## src/rtl/apb_bridge_pkg.sv

```systemverilog
// Shared types and constants for the AXI4-Lite to APB4 bridge.
// State encodings are plain 2-bit constants so older RTL can compare them against raw state vectors.
package apb_bridge_pkg;

    localparam int APB_DATAWIDTH = 32;
    localparam int APB_ADDRWIDTH = 32;

    localparam logic [2:0] PROT_PRIVILEGED  = 3'b001;
    localparam logic [2:0] PROT_NONSECURE   = 3'b010;
    localparam logic [2:0] PROT_INSTRUCTION = 3'b100;

    typedef enum logic [1:0] {
        IDLE   = 2'd0,
        SETUP  = 2'd1,
        ACCESS = 2'd2,
        RESP   = 2'd3
    } apb_state_e;

    localparam logic [1:0] ST_IDLE   = IDLE;
    localparam logic [1:0] ST_SETUP  = SETUP;
    localparam logic [1:0] ST_ACCESS = ACCESS;
    localparam logic [1:0] ST_RESP   = RESP;

    typedef struct packed {
        logic                       write;
        logic [APB_ADDRWIDTH-1:0]   addr;
        logic [APB_DATAWIDTH-1:0]   wdata;
        logic [APB_DATAWIDTH/8-1:0] strb;
        logic [2:0]                 prot;
    } apb_req_t;

    typedef struct packed {
        logic [APB_DATAWIDTH-1:0] rdata;
        logic                     slverr;
    } apb_rsp_t;

endpackage

```

## src/rtl/apb_timeout_cnt.sv

```systemverilog
// ACCESS-phase watchdog: clears on entry, counts enabled cycles, and flags the enabled
// cycle on which the count reaches LIMIT.
module apb_timeout_cnt #(
    parameter int LIMIT = 256
) (
    input  logic clk,
    input  logic rstN,
    input  logic clear,
    input  logic enable,
    output logic expired
);

    localparam int CNT_W = $clog2(LIMIT + 1);

    logic [CNT_W-1:0] countReg;

    always_ff @(posedge clk or negedge rstN) begin
        if (!rstN) begin
            countReg <= '0;
        end else if (clear) begin
            countReg <= '0;
        end else if (enable) begin
            countReg <= countReg + CNT_W'(1);
        end
    end

    // Combinational so the abort is taken on the very cycle the limit is reached.
    assign expired = enable && (countReg == CNT_W'(LIMIT - 1));

endmodule

```

## src/rtl/apb_master_fsm.sv

```systemverilog
// APB4 requester FSM: one request in, SETUP/ACCESS on APB, one response out; all outputs registered.
// Define APB_TIMEOUT_EN to abort ACCESS phases that wait TIMEOUT_CYCLES cycles without pready.
module apb_master_fsm
    import apb_bridge_pkg::*;
#(
    parameter int DATAWIDTH      = APB_DATAWIDTH,
    parameter int ADDRWIDTH      = APB_ADDRWIDTH,
    parameter int TIMEOUT_CYCLES = 256
) (
    input  logic                   pclk,
    input  logic                   presetn,
    input  logic                   req_valid,
    output logic                   req_ready,
    input  logic                   req_write,
    input  logic [ADDRWIDTH-1:0]   req_addr,
    input  logic [DATAWIDTH-1:0]   req_wdata,
    input  logic [DATAWIDTH/8-1:0] req_strb,
    input  logic [2:0]             req_prot,
    output logic                   rsp_valid,
    input  logic                   rsp_ready,
    output logic [DATAWIDTH-1:0]   rsp_rdata,
    output logic                   rsp_slverr,
    output logic                   pselx,
    output logic                   penable,
    output logic                   pwrite,
    output logic [ADDRWIDTH-1:0]   paddr,
    output logic [DATAWIDTH-1:0]   pwdata,
    output logic [DATAWIDTH/8-1:0] pstrb,
    output logic [2:0]             pprot,
    input  logic                   pready,
    input  logic                   pslverr,
    input  logic [DATAWIDTH-1:0]   prdata
);

    localparam int STRB_W = DATAWIDTH / 8;

    logic [1:0]           stateReg;
    logic [STRB_W-1:0]    strbMasked;
    logic [DATAWIDTH-1:0] wdataMasked;
    logic                 timeoutExpired;

    // Reads carry no strobes and no write data on the bus.
    genvar gi;
    for (gi = 0; gi < STRB_W; gi++) begin : gLane
        assign strbMasked[gi]          = req_write & req_strb[gi];
        assign wdataMasked[gi*8 +: 8]  = req_write ? req_wdata[gi*8 +: 8] : 8'h00;
    end

`ifdef APB_TIMEOUT_EN
    logic enterAccess;
    logic accessWait;

    assign enterAccess = (stateReg == ST_SETUP);
    assign accessWait  = (stateReg == ST_ACCESS) && !pready;

    apb_timeout_cnt #(
        .LIMIT (TIMEOUT_CYCLES)
    ) uTimeout (
        .clk     (pclk),
        .rstN    (presetn),
        .clear   (enterAccess),
        .enable  (accessWait),
        .expired (timeoutExpired)
    );
`else
    assign timeoutExpired = 1'b0;
`endif

    always_ff @(posedge pclk or negedge presetn) begin
        if (!presetn) begin
            stateReg   <= ST_IDLE;
            req_ready  <= 1'b1;
            rsp_valid  <= 1'b0;
            rsp_rdata  <= '0;
            rsp_slverr <= 1'b0;
            pselx      <= 1'b0;
            penable    <= 1'b0;
            pwrite     <= 1'b0;
            paddr      <= '0;
            pwdata     <= '0;
            pstrb      <= '0;
            pprot      <= '0;
        end else begin
            case (stateReg)
                ST_IDLE: begin
                    if (req_valid) begin
                        req_ready <= 1'b0;
                        pselx     <= 1'b1;
                        penable   <= 1'b0;
                        pwrite    <= req_write;
                        paddr     <= req_addr;
                        pwdata    <= wdataMasked;
                        pstrb     <= strbMasked;
                        pprot     <= req_prot;
                        stateReg  <= ST_SETUP;
                    end
                end
                ST_SETUP: begin
                    penable  <= 1'b1;
                    stateReg <= ST_ACCESS;
                end
                ST_ACCESS: begin
                    // pready takes priority over a timeout expiring in the same cycle.
                    if (pready || timeoutExpired) begin
                        pselx      <= 1'b0;
                        penable    <= 1'b0;
                        rsp_valid  <= 1'b1;
                        rsp_slverr <= pready ? pslverr : 1'b1;
                        rsp_rdata  <= (pready && !pwrite) ? prdata : '0;
                        stateReg   <= ST_RESP;
                    end
                end
                ST_RESP: begin
                    if (rsp_ready) begin
                        rsp_valid  <= 1'b0;
                        rsp_rdata  <= '0;
                        rsp_slverr <= 1'b0;
                        req_ready  <= 1'b1;
                        stateReg   <= ST_IDLE;
                    end
                end
                default: begin
                    stateReg <= ST_IDLE;
                end
            endcase
        end
    end

endmodule

```

## config.mk

```make
export PLATFORM = sky130hd
export DESIGN_NAME = apb_master_fsm
export DESIGN_NICKNAME = d
export VERILOG_FILES = /design/src/rtl/apb_bridge_pkg.sv /design/src/rtl/apb_timeout_cnt.sv /design/src/rtl/apb_master_fsm.sv
export SDC_FILE = /design/constraint.sdc
export NUM_CORES = 1
export LEC_CHECK = 0
export ABC_AREA = 1
export CORE_MARGIN = 5
export CORE_UTILIZATION = 40
export CTS_BUF_LIST = sky130_fd_sc_hd__clkbuf_16
export DETAILED_ROUTE_END_ITERATION = 7
export PLACE_DENSITY = 0.78
export SETUP_SLACK_MARGIN = 0.4
export SLEW_MARGIN = 15
export SYNTH_ARGS = -nofsm -noshare
export SYNTH_HDL_FRONTEND = slang
export SYNTH_HIERARCHICAL = 1
export SYNTH_SLANG_ARGS = --single-unit
```

## constraint.sdc

```tcl
create_clock -name pclk -period 3.05 [get_ports pclk]
set_input_delay 0.7625 -clock pclk [delete_from_list [all_inputs] [get_ports pclk]]
set_output_delay 0.7625 -clock pclk [all_outputs]
set_load 0.01 [all_outputs]
```

==> results of run 1 <==
-- state kept, by name (all words and copies together), names as in the netlist --
signal and flops:
req_ready 1, paddr 32, pstrb 4, pselx 1
pwrite 1, pprot 3, rsp_valid 1, rsp_rdata 32
rsp_slverr 1, pwdata 32, penable 1, stateReg 2
-- worst paths after layout --
check / end / slack [ns] / depth (start not counted)
setup / recovery: req_ready / 0.84 / 1
hold / removal: pwdata[28] / 0.39 / 1
setup reg to reg: rsp_rdata[28] / 1.13 / 7
hold reg to reg: rsp_valid / 0.48 / 2
max in group asynchronous: req_ready / 1.94 / 2
min in group pclk: rsp_valid / 0.48 / 2
-- power by group through the flow --
stage                     combinational, W  sequential, W  clock, W
after floorplan                    0.00139        0.00277         0
after global placement             0.00330        0.00248         0
after detailed placement           0.00337        0.00251         0
after CTS                          0.00338        0.00250   0.00116
after global routing               0.00367        0.00258   0.00122
final                              0.00334        0.00250   0.00112
-- cell usage after synthesis --
library cell	instances	area (um2)
dfrtp_1	110	2753
buf_6	6	67.56
nand2_1	295	1107
or2_2	1	6.260
nor2_1	34	127.6
buf_4	5	37.54
clkbuf_1	8	30.03
nand2_4	2	22.52
inv_2	1	3.750
inv_1	13	48.80
nand3_4	1	17.52
nor2_4	2	22.52
ha_1	6	75.07
o21ai_0	38	190.2
nand4_1	3	18.77
nand3_1	35	175.2
dfstp_2	1	26.28
nand2_2	2	12.51
buf_2	14	70.07
buf_1	3	11.26
-- per-layer routing --
metal	track usage	vias to the layer above	wire (um)	share of wire
li1	-	2192	-	-
met1	0.2551	2069	6069	0.43
met2	0.3076	209	6346	0.45
met3	0.06975	10	1462	0.10
met4	0.05655	0	154	0.011
met5	0	-	0	0
-- stage by stage --
stage	std cells	area (um2)	hold WS [ns]	power (W)
floorplan	580	4823	0.4669	0.004156
global placement	916	7053	0.4564	0.005780
detailed placement	916	7053	0.4587	0.005880
CTS	932	7333	0.4030	0.007041
global route	932	7333	0.4220	0.007466
finish	932	7333	0.3909	0.006960
-- final cells by class --
cell class              count  area, um2
clock buffers               9      225.2
clock inverters             7      55.05
fillers                   989       4578
inverters                  14      52.55
multi-input cells         419       1780
flip-flops and latches    111       2779
well taps                 147      183.9
repair buffers            225       2257
-- kinds of logic after synthesis --
logic type,Yosys count,share of synthesized area
adders and majority gates,6,0.01556
AOI/OAI and AO/OA,38,0.03943
buffers and inverters,50,0.05577
and+or+nand+nor,375,0.3131
DFF,111,0.5761
-- layout by cell type, fill, tap and decap left out, drive strengths merged --
| cell type | instances |
|---|---|
| or2 | 1 |
| clkbuf | 9 |
| o21ai | 38 |
| nand2 | 299 |
| clkinv | 2 |
| dfstp | 1 |
| nand3 | 36 |
| nand4 | 3 |
| inv | 18 |
| buf | 8 |
| ha | 6 |
| nor2 | 36 |
| clkdlybuf4s50 | 217 |
| dfrtp | 110 |
| clkinvlp | 1 |
==> impl_metrics.json, run 1 <==
{
  "start_util": 0.4049,
  "area_delta_synth_final_pct": 52.04,
  "post-cts-setup-buffer-count": 0,
  "avgSynthCellArea_um2": 8.316,
  "synth_seq_area_share": 0.5761,
  "cap_violations": 0,
  "min_path_type": "input port to async pin",
  "critPathSlowestCell": "clkdlybuf4s50_1",
  "period_share": 0.7254,
  "antenna_found_initial": 0,
  "cp-end-kind": "output port",
  "drt_iter0_markers": 422,
  "holdBufCountCts": 0,
  "cp.required_ns": 2.29,
  "grt_pass1_vias": 4611,
  "cts_resized": 0,
  "min_period_ns": 2.212,
  "p_int_w": 0.004319,
  "critical_path.cell_chain": "clkdlybuf4s50_1",
  "first_pass_iters": 4,
  "cts_made_buffers": 9,
  "slew_headroom": 0.3400,
  "synth.distinct_cells": 20,
  "leakage_nw": 3.585,
  "grt_max_degree": 92,
  "crit_path_start_kind": "flip-flop",
  "power.share.clock": 0.161,
  "p_comb_frac": 0.479,
  "slowest_delay_ns": 0.57,
  "p_switching_w": 0.002641,
  "die_y_um": 119.8,
  "postRouteAntennaNets": 0,
  "vias": 4480,
  "clk_path_buf_depth": 2,
  "cts.sinks": 111,
  "grt_first_pass_wirelength_um": 22800,
  "yosysWarnings": 6,
  "critical_path_class": "flip-flop to output port",
  "synth_nets": 696,
  "finalMaxSlewViolations": 0,
  "grt.overflow.total": 0,
  "worstSetupStartpoint": "req_ready",
  "hpwl_um": 10270,
  "clk_pin_slew_ns": 0.07,
  "netlist_instances": 580,
  "fin_skew_ns": 0.005890,
  "crit_arrival_ns": 1.45,
  "irDropWorstVdd_mv": 0.4996,
  "die_area_um2": 14350,
  "crit_buf_inv": 1,
  "worst_slack_ns": 0.8376,
  "diodes": 0,
  "finalHoldViolations": 0,
  "root_buffer": "clkbuf_16",
  "final_core_util": 0.6157,
  "max_slew.worst_pin.slew_ns": 0.9889,
  "core_um2": 11910,
  "h-tree-depth": 3,
  "io_buffers": 218,
  "wirelength_um": 14030,
  "layout-drive-gt1-share": 0.04331,
  "cts_tree": "done",
  "dp_slack_ns": 0.6727,
  "ys_seq_elements": 111,
  "synthesis.area_um2": 4823,
  "r2r_start": "stateReg[0]",
  "fin_nets": 896,
  "io_pins": 219,
  "cp_top_family": "buffers and inverters",
  "clock_latency_ns": 0.34,
  "setup-tns-final_ns": 0,
  "status": "finished clean",
  "pwr-share-seq": 0.359,
  "p_per_area_nw_per_um2": 949.1,
  "rsz0062_at_grt": "no",
  "die_w_um": 119.8,
  "grt_usage": 0.1952,
  "drt-wirelength-per-cell_um": 15.06,
  "setup_viol_count_final": 0,
  "drcViolationCount": 0,
  "viasPerCell": 4.807,
  "place_congestion": 0.8645,
  "fmax_mhz": 452.0,
  "p_sw_frac": 0.3795,
  "worst-path-max-fanout": 2,
  "row_count": 40
}
Note: power is estimated with default switching activity, not from simulation.
==> inputs of run 2 (changes only) <==
Settings changed: CORE_UTILIZATION 40 to 38, PLACE_DENSITY 0.78 to 0.77.
Clock period 3.05 ns to 1.8 ns, I/O delays scaled along.
==> impl_metrics.json, run 2 (synthesis results as in run 1) <==
{
  "setup_viol_count_final": 0,
  "vias": 4669,
  "slowest_delay_ns": 0.55,
  "worst-path-max-fanout": 2,
  "clock_latency_ns": 0.35,
  "seq_area_um2": 2781,
  "fin_skew_ns": 0.004679,
  "p_total_w": 0.01183,
  "start_util": 0.3853,
  "hpwl_um": 10510,
  "crit_arrival_ns": 1.01,
  "viasPerCell": 4.692,
  "finalHoldViolations": 0,
  "reg2reg_depth": 7,
  "holdBufCountCts": 0,
  "finalMaxSlewViolations": 0,
  "fill_cells": 1138,
  "cts_made_buffers": 9,
  "grt_usage": 0.1963,
  "first_pass_iters": 5,
  "die_y_um": 122.7,
  "p_sw_frac": 0.4028,
  "top_regs": "paddr x32, pwdata x32, rsp_rdata x32",
  "cts_tree": "done",
  "fmax_mhz": 686.4,
  "die_area_um2": 15050,
  "io_buffers": 218,
  "grt_max_degree": 59,
  "diodes": 0,
  "p_int_w": 0.007063,
  "wirelength_um": 14970,
  "cp-end-kind": "output port",
  "dp_slack_ns": -0.01994,
  "io_pins": 219,
  "die_w_um": 122.7,
  "place_area_um2": 7217,
  "slew_headroom": 0.7611,
  "antenna_found_initial": 0,
  "clk_path_buf_depth": 2,
  "max_slew.worst_pin.slew_ns": 0.3584,
  "crit_path_start_kind": "flip-flop",
  "worst_slack_ns": 0.3431,
  "status": "finished clean",
  "critical_path_class": "flip-flop to output port",
  "power.share.clock": 0.164,
  "grt_pass1_vias": 4588,
  "cap_violations": 0,
  "area_delta_synth_final_pct": 52.09,
  "cts.sinks": 111,
  "clk_pin_slew_ns": 0.07,
  "layout-drive-gt1-share": 0.2296,
  "finalInstanceArea_um2": 7336,
  "irDropWorstVdd_mv": 0.6722,
  "postRouteAntennaNets": 0,
  "cp.required_ns": 1.35,
  "root_buffer": "clkbuf_16",
  "leakage_nw": 3.941,
  "grt_first_pass_wirelength_um": 23150,
  "place_congestion": 0.8347,
  "drcViolationCount": 0,
  "row_count": 41,
  "mostFrequentLayoutCell": "nand2_1",
  "final_core_util": 0.5861,
  "drt_iter0_markers": 399,
  "period_share": 0.8094,
  "rsz0062_at_grt": "yes",
  "cp_top_family": "flip-flops",
  "drt-wirelength-per-cell_um": 15.05,
  "p_switching_w": 0.004764,
  "cp.depth": 1,
  "final_cell_mix": "nand2_1 (294), buf_2 (108), dfrtp_1 (108), clkdlybuf4s50_1 (107), o21ai_0 (38)",
  "critical_path.cell_chain": "buf_6",
  "min_path_type": "input port to async pin",
  "pwr-share-seq": 0.358,
  "grt.overflow.total": 0,
  "core_um2": 12520,
  "p_per_area_nw_per_um2": 1612,
  "p_comb_frac": 0.478,
  "min_period_ns": 1.457,
  "multi_input_area_um2": 1908,
  "crit_buf_inv": 1,
  "critPathSlowestCell": "dfstp_2",
  "fin_nets": 934,
  "h-tree-depth": 3
}
-- run 2: cell count changes in the layout (fill, tap and decap cells not counted), sizes merged --
cell,before,now
buf,8,150
clkdlybuf4s50,217,107
nand3,36,40
bufinv,0,1
clkbuf,9,10
dlygate4sd2,0,1
inv,18,17
-- run 2: worst paths after layout --
check | from | end | slack [ns]
setup / recovery | req_ready | req_ready | 0.34
hold / removal | presetn | pselx | 0.01
setup reg to reg | stateReg[0] | rsp_rdata[26] | 0.41
hold reg to reg | paddr[16] | paddr[16] | 0.48
max in group asynchronous | presetn | paddr[17] | 1.26
min in group pclk | paddr[16] | paddr[16] | 0.48
-- run 2: area by class of cell --
type                    count  share of cell area
flip-flops and latches    111              0.3792
multi-input cells         423              0.2601
clock buffers               9             0.03070
well taps                 172             0.02934
clock inverters             7            0.007846
inverters                  14            0.008869
repair buffers            259              0.2840
-- run 2: layer usage --
layer  routed length (um)  track usage  share of wire
met1                 6013       0.2475           0.40
met2                 7028       0.3095           0.47
met3                 1711      0.07558           0.11
met4                  217      0.06718          0.014
met5                    0            0              0
-- run 2: power groups by stage --
stage | logic [W] | registers [W] | clock network, W
after detailed placement | 0.00591 | 0.00426 | 0
final | 0.00566 | 0.00423 | 0.00194
after CTS | 0.00552 | 0.00423 | 0.00198
after global routing | 0.00629 | 0.00437 | 0.00208
after global placement | 0.00577 | 0.00424 | 0
after floorplan | 0.00235 | 0.00469 | 0
-- run 2: repair_timing --
item / 4_1_cts / 5_1_grt
setup buffers: 17 / 6
resized for setup: 457 / 9
gates cloned: 4 / 2
setup endpoints to repair: 217 / 74
endpoints found under the hold margin: 0 / 0
pin swaps: 2 / 1
-- run 2: through the flow --
step | cells | hold WS [ns] | TNS (ns)
after floorplan | 580 | 0.1544 | 0
after global placement | 950 | 0.3822 | 0
after detailed placement | 950 | 0.3833 | -0.1044
after CTS | 987 | 0.006833 | 0
after global routing | 995 | 0.02712 | 0
final | 995 | 0.01018 | 0
==> inputs of run 3 (changes only) <==
Clock period 1.8 ns to 1.33 ns, I/O delays scaled along.
==> impl_metrics.json, run 3 (synthesis results as in run 1) <==
{
  "p_total_w": 0.01884,
  "stdcell_count": 1043,
  "root_buffer": "clkbuf_16",
  "hpwl_um": 10530,
  "start_util": 0.3853,
  "max_slew.worst_pin.slew_ns": 0.3436,
  "setup_viol_count_final": 75,
  "cts_made_buffers": 9,
  "crit_buf_inv": 2,
  "die_area_um2": 15050,
  "r2r_slack_ns": -0.07,
  "finalMaxSlewViolations": 0,
  "first_pass_iters": 4,
  "diodes": 0,
  "p_comb_frac": 0.539,
  "irDropWorstVdd_mv": 1.054,
  "clk_path_buf_depth": 2,
  "grt_max_degree": 61,
  "grt.overflow.total": 0,
  "worst_slack_ns": -0.06544,
  "antenna_found_initial": 0,
  "cp_common_cell": "nand2_1",
  "wirelength_um": 15620,
  "slew_headroom": 0.7709,
  "grt_first_pass_wirelength_um": 23440,
  "min_path_type": "flip-flop to flip-flop",
  "leakage_nw": 4.400,
  "status": "finished, violations left",
  "critical_path.cell_chain": "inv_4 -> ha_4 -> nand2_8 -> bufbuf_16 -> nand2_1 -> nand2_1",
  "p_sw_frac": 0.3733,
  "min_period_ns": 1.395,
  "layout-drive-gt1-share": 0.3284,
  "power.share.clock": 0.150,
  "cts_tree": "done",
  "core_um2": 12520,
  "finalInstanceArea_um2": 8342,
  "cp-end-kind": "flip-flop",
  "cap_violations": 0,
  "drt_iter0_markers": 392,
  "critPathSlowestCell": "dfrtp_2",
  "postRouteAntennaNets": 0,
  "clock_latency_ns": 0.35,
  "die_y_um": 122.7,
  "io_buffers": 218,
  "place_congestion": 0.8483,
  "crit_path_start_kind": "flip-flop",
  "dpl.cell_count": 953,
  "slowest_delay_ns": 0.46,
  "io_pins": 219,
  "top_regs": "paddr x32, pwdata x32, rsp_rdata x32",
  "p_per_area_nw_per_um2": 2258,
  "viasPerCell": 4.686,
  "place_area_um2": 7331,
  "worst-path-max-fanout": 12,
  "cp.required_ns": 1.57,
  "period_share": 1.049,
  "critical_path_class": "flip-flop to flip-flop",
  "die_w_um": 122.7,
  "clk_pin_slew_ns": 0.07,
  "mostFrequentLayoutCell": "nand2_1",
  "final_cell_mix": "nand2_1 (253), clkdlybuf4s50_1 (108), dfrtp_1 (108), buf_4 (73), buf_2 (63)",
  "p_switching_w": 0.007033,
  "violations": "negative setup slack",
  "rsz0062_at_grt": "yes",
  "grt_usage": 0.1960,
  "grt_pass1_vias": 4736,
  "dp_slack_ns": -0.2923,
  "drcViolationCount": 0,
  "cp_top_family": "flip-flops",
  "drt-wirelength-per-cell_um": 14.98,
  "cts.sinks": 111,
  "area_delta_synth_final_pct": 72.94,
  "fin_nets": 983,
  "pwr-share-seq": 0.311,
  "p_int_w": 0.01180,
  "vias": 4887,
  "fmax_mhz": 716.6,
  "h-tree-depth": 3,
  "crit_arrival_ns": 1.64,
  "finalHoldViolations": 0,
  "fin_skew_ns": 0.006641,
  "row_count": 41,
  "setup-tns-final_ns": -2.496
}
[run 3: power by group through the flow]
stage / sequential [W] / combinational (W) / clock, W
2_1_floorplan: 0.00637 / 0.00339 / 0
3_3_place_gp: 0.00570 / 0.00824 / 0
3_5_place_dp: 0.00578 / 0.00846 / 0
4_1_cts: 0.00581 / 0.00902 / 0.00288
5_1_grt: 0.00602 / 0.0110 / 0.00303
6_report: 0.00586 / 0.0102 / 0.00282
[run 3: area by class of cell]
class	count	area [um2]
inverters	14	67.56
repair buffers	312	2933
well taps	172	215.2
flip-flops and latches	111	2781
clock buffers	9	225.2
fillers	1026	4175
multi-input cells	419	2042
clock inverters	6	77.57
[run 3: metal layers]
metal	global-route usage	up-vias	wire, um
met5	0	-	0
met4	0.06228	0	259
met3	0.05253	25	1210
met2	0.3379	214	7961
met1	0.2386	2280	6188
li1	-	2368	-
[run 3: final timing paths]
check / startpoint / to / cells past startpoint
worst max register to register: stateReg[0] / paddr[21] / 6
min in group asynchronous: presetn / rsp_rdata[27] / 3
worst min register to register: paddr[6] / paddr[6] / 2
worst max-delay path: stateReg[0] / paddr[21] / 6
worst min-delay path: paddr[6] / paddr[6] / 2
max in group asynchronous: presetn / paddr[25] / 3
[run 3: metrics by stage]
stage | hold slack [ns] | utilization
floorplan | 0.03691 | -
global placement | 0.3522 | 0.5857
detailed placement | 0.3643 | 0.5857
CTS | 0.4794 | 0.6296
global route | 0.4894 | 0.6664
finish | 0.4736 | 0.6664
[run 3: tightest hold or removal path, delay by kind of cell (launching register included)]
kind / cells / cell delay (ns)
AND/OR/NAND/NOR: 2 / 0.10
flip-flops: 1 / 0.34
[run 3: timing repair]
| item | in CTS | in global routing |
|---|---|---|
| buffers inserted | 37 | 30 |
| setup endpoints to repair | 220 | 220 |
| pin swaps | 11 | 6 |
| resized for setup | 537 | 47 |
| endpoints found under the hold margin | 24 | 0 |
| hold buffers | 1 | 0 |
| cloned | 5 | 2 |
